===== src/rtl/sdiv16x8_pkg.sv =====
// Shared types and constants for the sequential signed divider sdiv16x8.
package div8_pkg;

    localparam int DIV_DW   = 16;
    localparam int DIV_QW   = 8;
    localparam int DIV_ITER = 16;

    localparam logic [7:0] Q_POS_MAX = 8'h7F;
    localparam logic [7:0] Q_NEG_MAX = 8'h80;

    typedef enum logic [1:0] {IDLE, CALC, FIX, DONE} state_t;

endpackage


===== src/rtl/sdiv16x8_if.sv =====
// Start/done handshake, operand and result bundle for sdiv16x8.
interface sdiv16x8_if #(
    parameter int DW = div8_pkg::DIV_DW,
    parameter int QW = div8_pkg::DIV_QW
);
    logic          start;
    logic [DW-1:0] dividend;
    logic [QW-1:0] divisor;
    logic          busy;
    logic          done;
    logic [QW-1:0] quotient;
    logic [QW-1:0] remainder;
    logic          ovf;
    logic          dbz;

    modport master (
        output start, dividend, divisor,
        input  busy, done, quotient, remainder, ovf, dbz
    );

    modport slave (
        input  start, dividend, divisor,
        output busy, done, quotient, remainder, ovf, dbz
    );
endinterface


===== src/rtl/sdiv16x8_abs.sv =====
// Two's-complement to magnitude converter; one extra bit keeps the most negative value exact.
module sdiv_abs #(
    parameter int W = 8
) (
    input  logic [W-1:0] value,
    output logic [W:0]   mag
);
    logic [W:0] ext;

    assign ext = {value[W-1], value};
    assign mag = value[W-1] ? -ext : ext;
endmodule


===== src/rtl/sdiv16x8.sv =====
// Radix-2 restoring signed divider, one quotient bit per cycle, fixed 18-cycle latency.
// Define DIV8_SAT_EN to saturate an overflowing quotient instead of wrapping it.
module sdiv16x8 #(
    parameter int DW = div8_pkg::DIV_DW,
    parameter int QW = div8_pkg::DIV_QW
) (
    input  logic         clk,
    input  logic         rst,
    sdiv16x8_if.slave    bus
);
    import div8_pkg::*;

    localparam int             CW       = $clog2(DW);
    localparam logic [CW-1:0]  CNT_LAST = CW'(DW - 1);
    localparam logic [DW-1:0]  LIM_POS  = DW'((1 << (QW - 1)) - 1);
    localparam logic [DW-1:0]  LIM_NEG  = DW'(1 << (QW - 1));

    state_t          state;
    logic [CW-1:0]   cnt;
    logic [DW-1:0]   dvd_r;
    logic [DW-1:0]   q_r;
    logic [QW:0]     rem_r;
    logic [QW:0]     dvs_r;
    logic [QW-1:0]   dvd_lo_r;
    logic            sign_q;
    logic            sign_r;
    logic            dbz_r;
    logic [QW-1:0]   res_q;
    logic [QW-1:0]   res_r;
    logic            res_ovf;
    logic            res_dbz;

    logic [DW:0]     dvd_abs;
    logic [QW:0]     dvs_abs;
    logic [QW:0]     shifted;
    logic [QW+1:0]   diff;
    logic            fits;
    logic [DW-1:0]   q_s;
    logic [QW-1:0]   rem_s;
    logic            q_ovf;
    logic            unused_bits;

    sdiv_abs #(.W(DW)) u_abs_dvd (.value(bus.dividend), .mag(dvd_abs));
    sdiv_abs #(.W(QW)) u_abs_dvs (.value(bus.divisor),  .mag(dvs_abs));

    // Trial subtraction of the divisor magnitude from the shifted partial remainder.
    assign shifted = {rem_r[QW-1:0], dvd_r[DW-1]};
    assign diff    = {1'b0, shifted} - {1'b0, dvs_r};
    assign fits    = ~diff[QW+1];

    // Sign application mirrors sdiv_abs; magnitude limits differ by one for a negative quotient.
    assign q_s   = sign_q ? -q_r : q_r;
    assign rem_s = sign_r ? -rem_r[QW-1:0] : rem_r[QW-1:0];
    assign q_ovf = sign_q ? (q_r > LIM_NEG) : (q_r > LIM_POS);

    assign unused_bits = ^{rem_r[QW], dvd_abs[DW], q_s[DW-1:QW]};

    always_ff @(posedge clk or posedge rst) begin
        if (rst) begin
            state         <= IDLE;
            cnt           <= '0;
            dvd_r         <= '0;
            q_r           <= '0;
            rem_r         <= '0;
            dvs_r         <= '0;
            dvd_lo_r      <= '0;
            sign_q        <= 1'b0;
            sign_r        <= 1'b0;
            dbz_r         <= 1'b0;
            res_q         <= '0;
            res_r         <= '0;
            res_ovf       <= 1'b0;
            res_dbz       <= 1'b0;
            bus.busy      <= 1'b0;
            bus.done      <= 1'b0;
            bus.quotient  <= '0;
            bus.remainder <= '0;
            bus.ovf       <= 1'b0;
            bus.dbz       <= 1'b0;
        end else begin
            // NOTE: done defaults low every cycle so the DONE branch yields a single-cycle pulse.
            bus.done <= 1'b0;
            case (state)
                IDLE: begin
                    if (bus.start && !bus.done) begin
                        dvd_r    <= dvd_abs[DW-1:0];
                        dvs_r    <= dvs_abs;
                        dvd_lo_r <= bus.dividend[QW-1:0];
                        sign_q   <= bus.dividend[DW-1] ^ bus.divisor[QW-1];
                        sign_r   <= bus.dividend[DW-1];
                        dbz_r    <= (bus.divisor == '0);
                        rem_r    <= '0;
                        q_r      <= '0;
                        cnt      <= '0;
                        bus.busy <= 1'b1;
                        state    <= CALC;
                    end
                end
                CALC: begin
                    rem_r <= fits ? diff[QW:0] : shifted;
                    q_r   <= {q_r[DW-2:0], fits};
                    dvd_r <= {dvd_r[DW-2:0], 1'b0};
                    cnt   <= cnt + 1'b1;
                    if (cnt == CNT_LAST) begin
                        state <= FIX;
                    end
                end
                FIX: begin
                    if (dbz_r) begin
                        res_q   <= sign_r ? Q_NEG_MAX : Q_POS_MAX;
                        res_r   <= dvd_lo_r;
                        res_ovf <= 1'b1;
                        res_dbz <= 1'b1;
                    end else begin
`ifdef DIV8_SAT_EN
                        res_q   <= q_ovf ? (sign_q ? Q_NEG_MAX : Q_POS_MAX) : q_s[QW-1:0];
`else
                        res_q   <= q_s[QW-1:0];
`endif
                        res_r   <= rem_s;
                        res_ovf <= q_ovf;
                        res_dbz <= 1'b0;
                    end
                    bus.busy <= 1'b0;
                    state    <= DONE;
                end
                DONE: begin
                    bus.quotient  <= res_q;
                    bus.remainder <= res_r;
                    bus.ovf       <= res_ovf;
                    bus.dbz       <= res_dbz;
                    bus.done      <= 1'b1;
                    state         <= IDLE;
                end
                default: state <= IDLE;
            endcase
        end
    end
endmodule


===== src/flat_wrapper.sv =====
// flat-port wrapper written by rule: the top's interface ports become plain ports
module sdiv16x8_flat import div8_pkg::*;
#(
    parameter int DW = div8_pkg::DIV_DW,
    parameter int QW = div8_pkg::DIV_QW
)
  (clk, rst, bus_start, bus_dividend, bus_divisor, bus_busy, bus_done, bus_quotient, bus_remainder, bus_ovf, bus_dbz);
  sdiv16x8_if #(.DW(DW), .QW(QW)) bus_i ();
  input  logic clk;
  input  logic rst;
  input wire logic [$bits(bus_i.start)-1:0] bus_start;
  input wire logic [$bits(bus_i.dividend)-1:0] bus_dividend;
  input wire logic [$bits(bus_i.divisor)-1:0] bus_divisor;
  output wire logic [$bits(bus_i.busy)-1:0] bus_busy;
  output wire logic [$bits(bus_i.done)-1:0] bus_done;
  output wire logic [$bits(bus_i.quotient)-1:0] bus_quotient;
  output wire logic [$bits(bus_i.remainder)-1:0] bus_remainder;
  output wire logic [$bits(bus_i.ovf)-1:0] bus_ovf;
  output wire logic [$bits(bus_i.dbz)-1:0] bus_dbz;
  assign bus_i.start = bus_start;
  assign bus_i.dividend = bus_dividend;
  assign bus_i.divisor = bus_divisor;
  assign bus_busy = bus_i.busy;
  assign bus_done = bus_i.done;
  assign bus_quotient = bus_i.quotient;
  assign bus_remainder = bus_i.remainder;
  assign bus_ovf = bus_i.ovf;
  assign bus_dbz = bus_i.dbz;
  sdiv16x8 #(.DW(DW), .QW(QW)) u_core (.clk(clk), .rst(rst), .bus(bus_i));
endmodule

===== config.mk =====
export PLATFORM = sky130hd
export DESIGN_NAME = sdiv16x8_flat
export DESIGN_NICKNAME = d
export VERILOG_FILES = /design/src/rtl/sdiv16x8_pkg.sv /design/src/rtl/sdiv16x8_if.sv /design/src/rtl/sdiv16x8_abs.sv /design/src/rtl/sdiv16x8.sv /design/src/flat_wrapper.sv
export SDC_FILE = /design/constraint.sdc
export NUM_CORES = 1
export LEC_CHECK = 0
export CELL_PAD_IN_SITES_DETAIL_PLACEMENT = 0
export CELL_PAD_IN_SITES_GLOBAL_PLACEMENT = 1
export CORE_MARGIN = 4
export CORE_UTILIZATION = 41
export DETAILED_ROUTE_END_ITERATION = 8
export GPL_TIMING_DRIVEN = 0
export PLACE_DENSITY_LB_ADDON = 0.1
export SYNTH_ARGS = -nofsm -noshare
export SYNTH_HDL_FRONTEND = slang
export SYNTH_SLANG_ARGS = --single-unit

===== constraint.sdc =====
create_clock -name clk -period 3.1 [get_ports clk]
set_input_delay 0.62 -clock clk [delete_from_list [all_inputs] [get_ports clk]]
set_output_delay 0.62 -clock clk [all_outputs]
set_load 0.03 [all_outputs]

# [Word level (Yosys, flattened, before mapping)]
# Cells that the tools add are included.
[word_totals] input_bits=27 ff_bits=104 elab_cells=71 output_inout_bits=20
[op_classes] bitwise=2 n_eq_ne=6 n_reduce_logical=10 n_mux=25 add_sub_neg=6 magnitude_cmp=2
[op_table] op="16-bit case mux with 2 select lines" count=2
[op_table] op="8-bit 2-to-1 mux" count=7
[op_table] op="16-bit 2-to-1 mux" count=3
[op_table] op="16-bit by 7-bit greater-than comparator with 1-bit output (second input constant)" count=1
[op_table] op="16-bit by 8-bit greater-than comparator with 1-bit output (second input constant)" count=1
[op_table] op="16-bit negator" count=1
[op_table] op="8-bit negator" count=2
[op_table] op="8-bit case mux with 2 select lines" count=1
[op_table] op="9-bit by 9-bit subtractor with 10-bit output" count=1
[op_table] op="9-bit 2-to-1 mux" count=1
[op_table] op="9-bit negator" count=1
[op_table] op="8-bit logical NOT" count=1
[op_table] op="2-bit case mux with 4 select lines" count=1
[op_table] op="4-bit case mux with 2 select lines" count=1
[op_table] op="2-bit AND reduction" count=4
[op_table] op="1-bit 2-to-1 mux" count=5
[op_table] op="4-bit by 1-bit adder with 4-bit output (second input constant)" count=1
[op_table] op="2-bit equality test (second input constant)" count=2
[op_table] op="4-bit equality test (second input constant)" count=1
[op_table] op="2-bit 2-to-1 mux" count=2
[op_table] op="4-bit 2-to-1 mux" count=1
[op_table] op="2-bit by 1-bit != test with 1-bit output (second input constant)" count=2
[op_table] op="2-bit nonzero test" count=2
[op_table] op="2-bit by 1-bit equality test with 1-bit output (second input constant)" count=1
[op_table] op="other kinds (6)" count=6

# [Longest topological paths before layout]
[logic_depth] depth_word=4 depth_mapped=8 mapped_depth_nobuf=8

# [Hierarchy]
# From an unflattened synthesis, not the netlist that was laid out.
[unflattened] cells_unflattened=525 hier_area_um2=5547.8
[by_module_without_submodules] mod="sdiv16x8" instances=1 seq_area_each_um2=2602.5 area_per_inst_um2=5039.8 cells_each=456
[by_module_without_submodules] mod="sdiv_abs at u_core.u_abs_dvd" instances=1 seq_area_each_um2=0.0 area_per_inst_um2=351.6 cells_each=47
[by_module_without_submodules] mod="sdiv_abs at u_core.u_abs_dvs" instances=1 seq_area_each_um2=0.0 area_per_inst_um2=156.4 cells_each=22

# [Worst setup path after synthesis]
# No wires, ideal clock.
[synth_path] path_kind="input-to-reg" from="in bus_dividend[7]" to="reg u_core.dvd_r[13]" path_stages=5 slack_ns=0.735 n_path_buf=0 setup_time_ns=0.126 arrival_ns=2.239 path_cell_list="or4_4 or4_4 o31ai_4 xnor2_1 a221o_1"
[synth_via] elab_chain_len=4
[synth_rtl] element="start, declared" line="flat_wrapper.sv:12" source="input wire logic [$bits(bus_i.dividend)-1:0] bus_dividend;"
[synth_rtl] element="16-bit negator" line="sdiv16x8_abs.sv:11" source="assign mag = value[W-1] ? -ext : ext;"
[synth_rtl] element="16-bit 2-to-1 mux" line="sdiv16x8_abs.sv:11"
[synth_rtl] element="16-bit 2-to-1 mux" line="sdiv16x8.sv:85" source="if (bus.start && !bus.done) begin"
[synth_rtl] element="16-bit case mux with 2 select lines" line="sdiv16x8.sv:83" source="case (state)"
[synth_rtl] element="end signal, assigned" line="sdiv16x8.sv:86" source="dvd_r <= dvd_abs[DW-1:0];"
[synth_rtl] element="end signal, assigned" line="sdiv16x8.sv:102" source="dvd_r <= {dvd_r[DW-2:0], 1'b0};"
[synth_rtl] element="end, declared" line="sdiv16x8.sv:20" source="logic [DW-1:0] dvd_r;"
# Every way passes these cells. The select of a mux whose other input is x is not followed.
# A chain may end at the register's enable or synchronous reset.

# [Worst setup path after layout]
[layout_path] from="reg u_core.state[0]" to="reg u_core.dvd_r[8]"
[layout_via] elab_chain_len=3
[layout_rtl] element="start, declared" line="sdiv16x8.sv:18" source="state_t state;"
[layout_rtl] element="start signal, assigned" line="sdiv16x8.sv:60" source="state <= IDLE;"
[layout_rtl] element="start signal, assigned" line="sdiv16x8.sv:96" source="state <= CALC;"
[layout_rtl] element="start signal, assigned" line="sdiv16x8.sv:105" source="state <= FIX;"
[layout_rtl] element="2-bit logical NOT or 2-bit by 1-bit equality test with 1-bit output (tied branches)" line="sdiv16x8.sv:83"
[layout_rtl] element="2-bit by 1-bit != test with 1-bit output (no line) or 2-bit nonzero test (tied branches)"
[layout_rtl] element="2-bit AND reduction (no line)"
# Several ways; a longest one is shown, not always the timed one.

==> results.txt <==
Outcome - finished clean
CTS sink cnt - 104
Most common cell in the netlist - dfrtp_1
Final hold vios - 0
Final min period - 2.737 ns
P&R area growth vs syn - 17.86%
Die W - 123.1 um
CTS tree - yes
Clk slew on worst S/H paths - 0.08 ns
Hold crit path type - flip-flop to flip-flop
Synth area leaders - dfrtp_1, mux2_2, o21ai_0
Cell taking the most area after synthesis - dfrtp_1
Crit Path Category - flip-flop to flip-flop
Total track usage - 18.09%
Largest net degree at the start of global routing - 37
Initial DRC count - 232
NumNets Final - 639
Post-CTS Setup Inserts - 0
Post-synthesis adder-cell area fraction - 4.747%
Static Leakage - 2.765 nW
DRT antenna net count - 0
DR pass1 iterations - 4
Post-synthesis cell area - 0.005430 mm^2
Port Buffer Count - 44
Post-synth ARST share - 100.0%
Worst EP arrival - 2.96 ns
DRC viols - 0
Share of the synthesized area in the top cell type - 47.93%
Max-cap violations - 0
Worst setup SP type - flip-flop
CP max stage cell - clkbuf_1
Worst Path Required - 3.32 ns
# IOs - 47
Main combinational cell family by area after synthesis - compound AO/OA/AOI/OAI gates
Tcrit/Tclk final - 88.30%
Buffer depth of the longest clock path - 2
Synth warn - 0
Max_slew headroom - 49.43%
Chip height - 123.1 um
Max incr delay on CP - 0.46 ns
Via count - 4181
Xor/xnor share of the synthesized area - 5.161%
Peak supply drop - 0.2814 mV
Hold-fix buffers, CTS - 0
Row cnt - 41
Total CTS buffers - 9
Die area - 0.01515 mm^2
Cell Chain, Critical Path - inv_1 -> ha_1 -> nand3b_1 -> a21boi_0 -> clkbuf_1 -> clkbuf_1 -> o21ai_0
Post-synth top cells - dfrtp_1, o21ai_0, nand2_1
Sequential fraction of the synthesis area - 47.93%
Mux share of post-synthesis cell area - 8.641%
Crit path capture type - flip-flop
Synth Area in Simple Gates - 11.54%
Crit path max fanout - 10
Starting Density - 42.51%
Synth Area in Compound Gates - 17.76%
Pins Over Slew Limit - 0
First-pass GRT wire length - 21.37 mm
Worst slew pin tran - 0.7569 ns
Total power draw - 6.561 mW
Gpl congestion - 0.8134
Max Fclk - 0.3653 GHz
Register bit total from synthesis - 104
Fillers - 1175
Initial antenna violation count - 0
Core area - 0.01277 mm^2
Post-route setup TNS - 0 ns
RSZ-0062 raised after global routing - false
Register area - 0.002603 mm^2
Number of enable flip-flop cells after synthesis - 0
Clk_skew - 0.01193 ns
Syn Inst Count - 535
Layout cells sized above 1 - 9.548%
Final Setup Violations - 0
Area of the multi-input gates - 0.002599 mm^2
Clock Latency Late Sink - 0.36 ns
Syn_nets - 582
Post-detail-place hpwl - 9.812 mm
Most frequent CP cell - clkbuf_1
Wire per inst - 16.45 um
Synthesized area per cell - 10.15 um^2
H-tree level count - 3
Via-per-instance ratio - 5.437
PD cells - 1025 mW/mm^2
Root buffer cell - clkbuf_16
Vias in the first global route - 4105
Post-CTS resize count - 0
Global route overflow - 0
Most used DFF post-synth - dfrtp_1
Unique cell type count in the Yosys netlist - 48
Total Wirelength - 12.65 mm
Diode count - 0
[cells by family after synthesis]
| kind of cell | count (synthesis) |
|---|---|
| flip-flops | 104 |
| multiplexers | 43 |
| buffers and inverters | 61 |
| AND/OR/NAND/NOR | 126 |
| adder cells (fa/ha/maj) | 20 |
| XOR/XNOR | 32 |
| AO/OA/AOI/OAI | 149 |
[power breakdown]
part	internal (mW)	switching, mW
Combinational	1.35	1.86
Sequential	1.91	0.384
Clock	0.548	0.513
Total	3.80	2.76
[registers in the layout (all words and copies together), names as in the netlist, 2 cells and up]
| signal | count |
|---|---|
| u_core.state | 2 |
| u_core.res_q | 8 |
| u_core.cnt | 4 |
| u_core.q_r | 16 |
| u_core.dvs_r | 9 |
| u_core.dvd_r | 16 |
| u_core.rem_r | 8 |
| u_core.res_r | 8 |
| u_core.bus.remainder | 8 |
| u_core.bus.quotient | 8 |
| u_core.dvd_lo_r | 8 |
[worst paths after layout]
kind | from | endpoint | slack (ns) | depth (start not counted)
max | u_core.state[0] | u_core.dvd_r[8] | 0.36 | 7
min | u_core.dvd_r[12] | u_core.dvd_r[12] | 0.48 | 2
max reg2reg | u_core.state[0] | u_core.dvd_r[8] | 0.36 | 7
min reg2reg | u_core.dvd_r[12] | u_core.dvd_r[12] | 0.48 | 2
max in group asynchronous | rst | u_core.dvs_r[3] | 1.49 | 4
min in group asynchronous | rst | u_core.bus.quotient[3] | 0.74 | 2
[metal layers]
layer	vias up	part of all wire [%]	GRT usage (%)
li1	2039	-	-
met1	2027	47	25.31
met2	100	46	28.56
met3	15	4.9	3.019
met4	0	1.8	6.298
met5	-	0	0
[placed cells by master, fill, tap and decap left out, types with 3 or more instances in the layout]
cell type / synthesis / routed
dfrtp_1: 104 / 104
mux2i_1: 12 / 12
o31ai_1: 9 / 9
o21ai_0: 61 / 61
clkdlybuf4s50_1: 0 / 44
ha_1: 19 / 19
xnor2_1: 17 / 17
nand4_1: 5 / 5
or3_1: 7 / 7
nor2b_1: 6 / 6
nor3_1: 10 / 10
inv_1: 34 / 33
nand2_1: 46 / 46
a22o_1: 17 / 17
o211ai_1: 10 / 10
o22ai_1: 4 / 4
clkbuf_1: 26 / 27
nor2_1: 22 / 22
xor2_1: 15 / 15
a21oi_1: 21 / 21
o41ai_1: 7 / 7
and3_1: 3 / 3
nand2b_1: 5 / 5
or4_1: 4 / 4
clkinv_2: 0 / 3
nand3_1: 6 / 6
mux2_2: 31 / 31
clkbuf_16: 0 / 9
[layout make-up]
class	instances	area share, %
multi-input cells	370	40.61
inverters	34	2.053
clock buffers	10	3.578
repair buffers	46	7.507
well taps	172	3.363
plain buffers	27	1.584
flip-flops and latches	104	40.66
clock inverters	6	0.6452
[metrics by stage]
stage / cell area (um^2) / utilization [%] / setup WS, ns / std cells / hold slack (ns)
after CTS: 6400 / 50.10 / 0.3121 / 769 / 0.4900
after global routing: 6400 / 50.10 / 0.09601 / 769 / 0.5100
after floorplan: 5434 / - / 0.7346 / 535 / 0.4418
after global placement: 6090 / 47.67 / -0.01705 / 751 / 0.4623
final: 6400 / 50.10 / 0.3627 / 769 / 0.4812
after detailed placement: 6130 / 47.99 / 0.02412 / 753 / 0.4712
[worst max-delay path: cells and delay by family (launching register included)]
family                     cells  cell delay [ns]
buffers and inverters          3             0.96
DFF                            1             0.38
adders and majority gates      1             0.28
and+or+nand+nor                1             0.38
AOI/OAI and AO/OA              2             0.59
No activity file was read; power rests on OpenSTA's default activity.
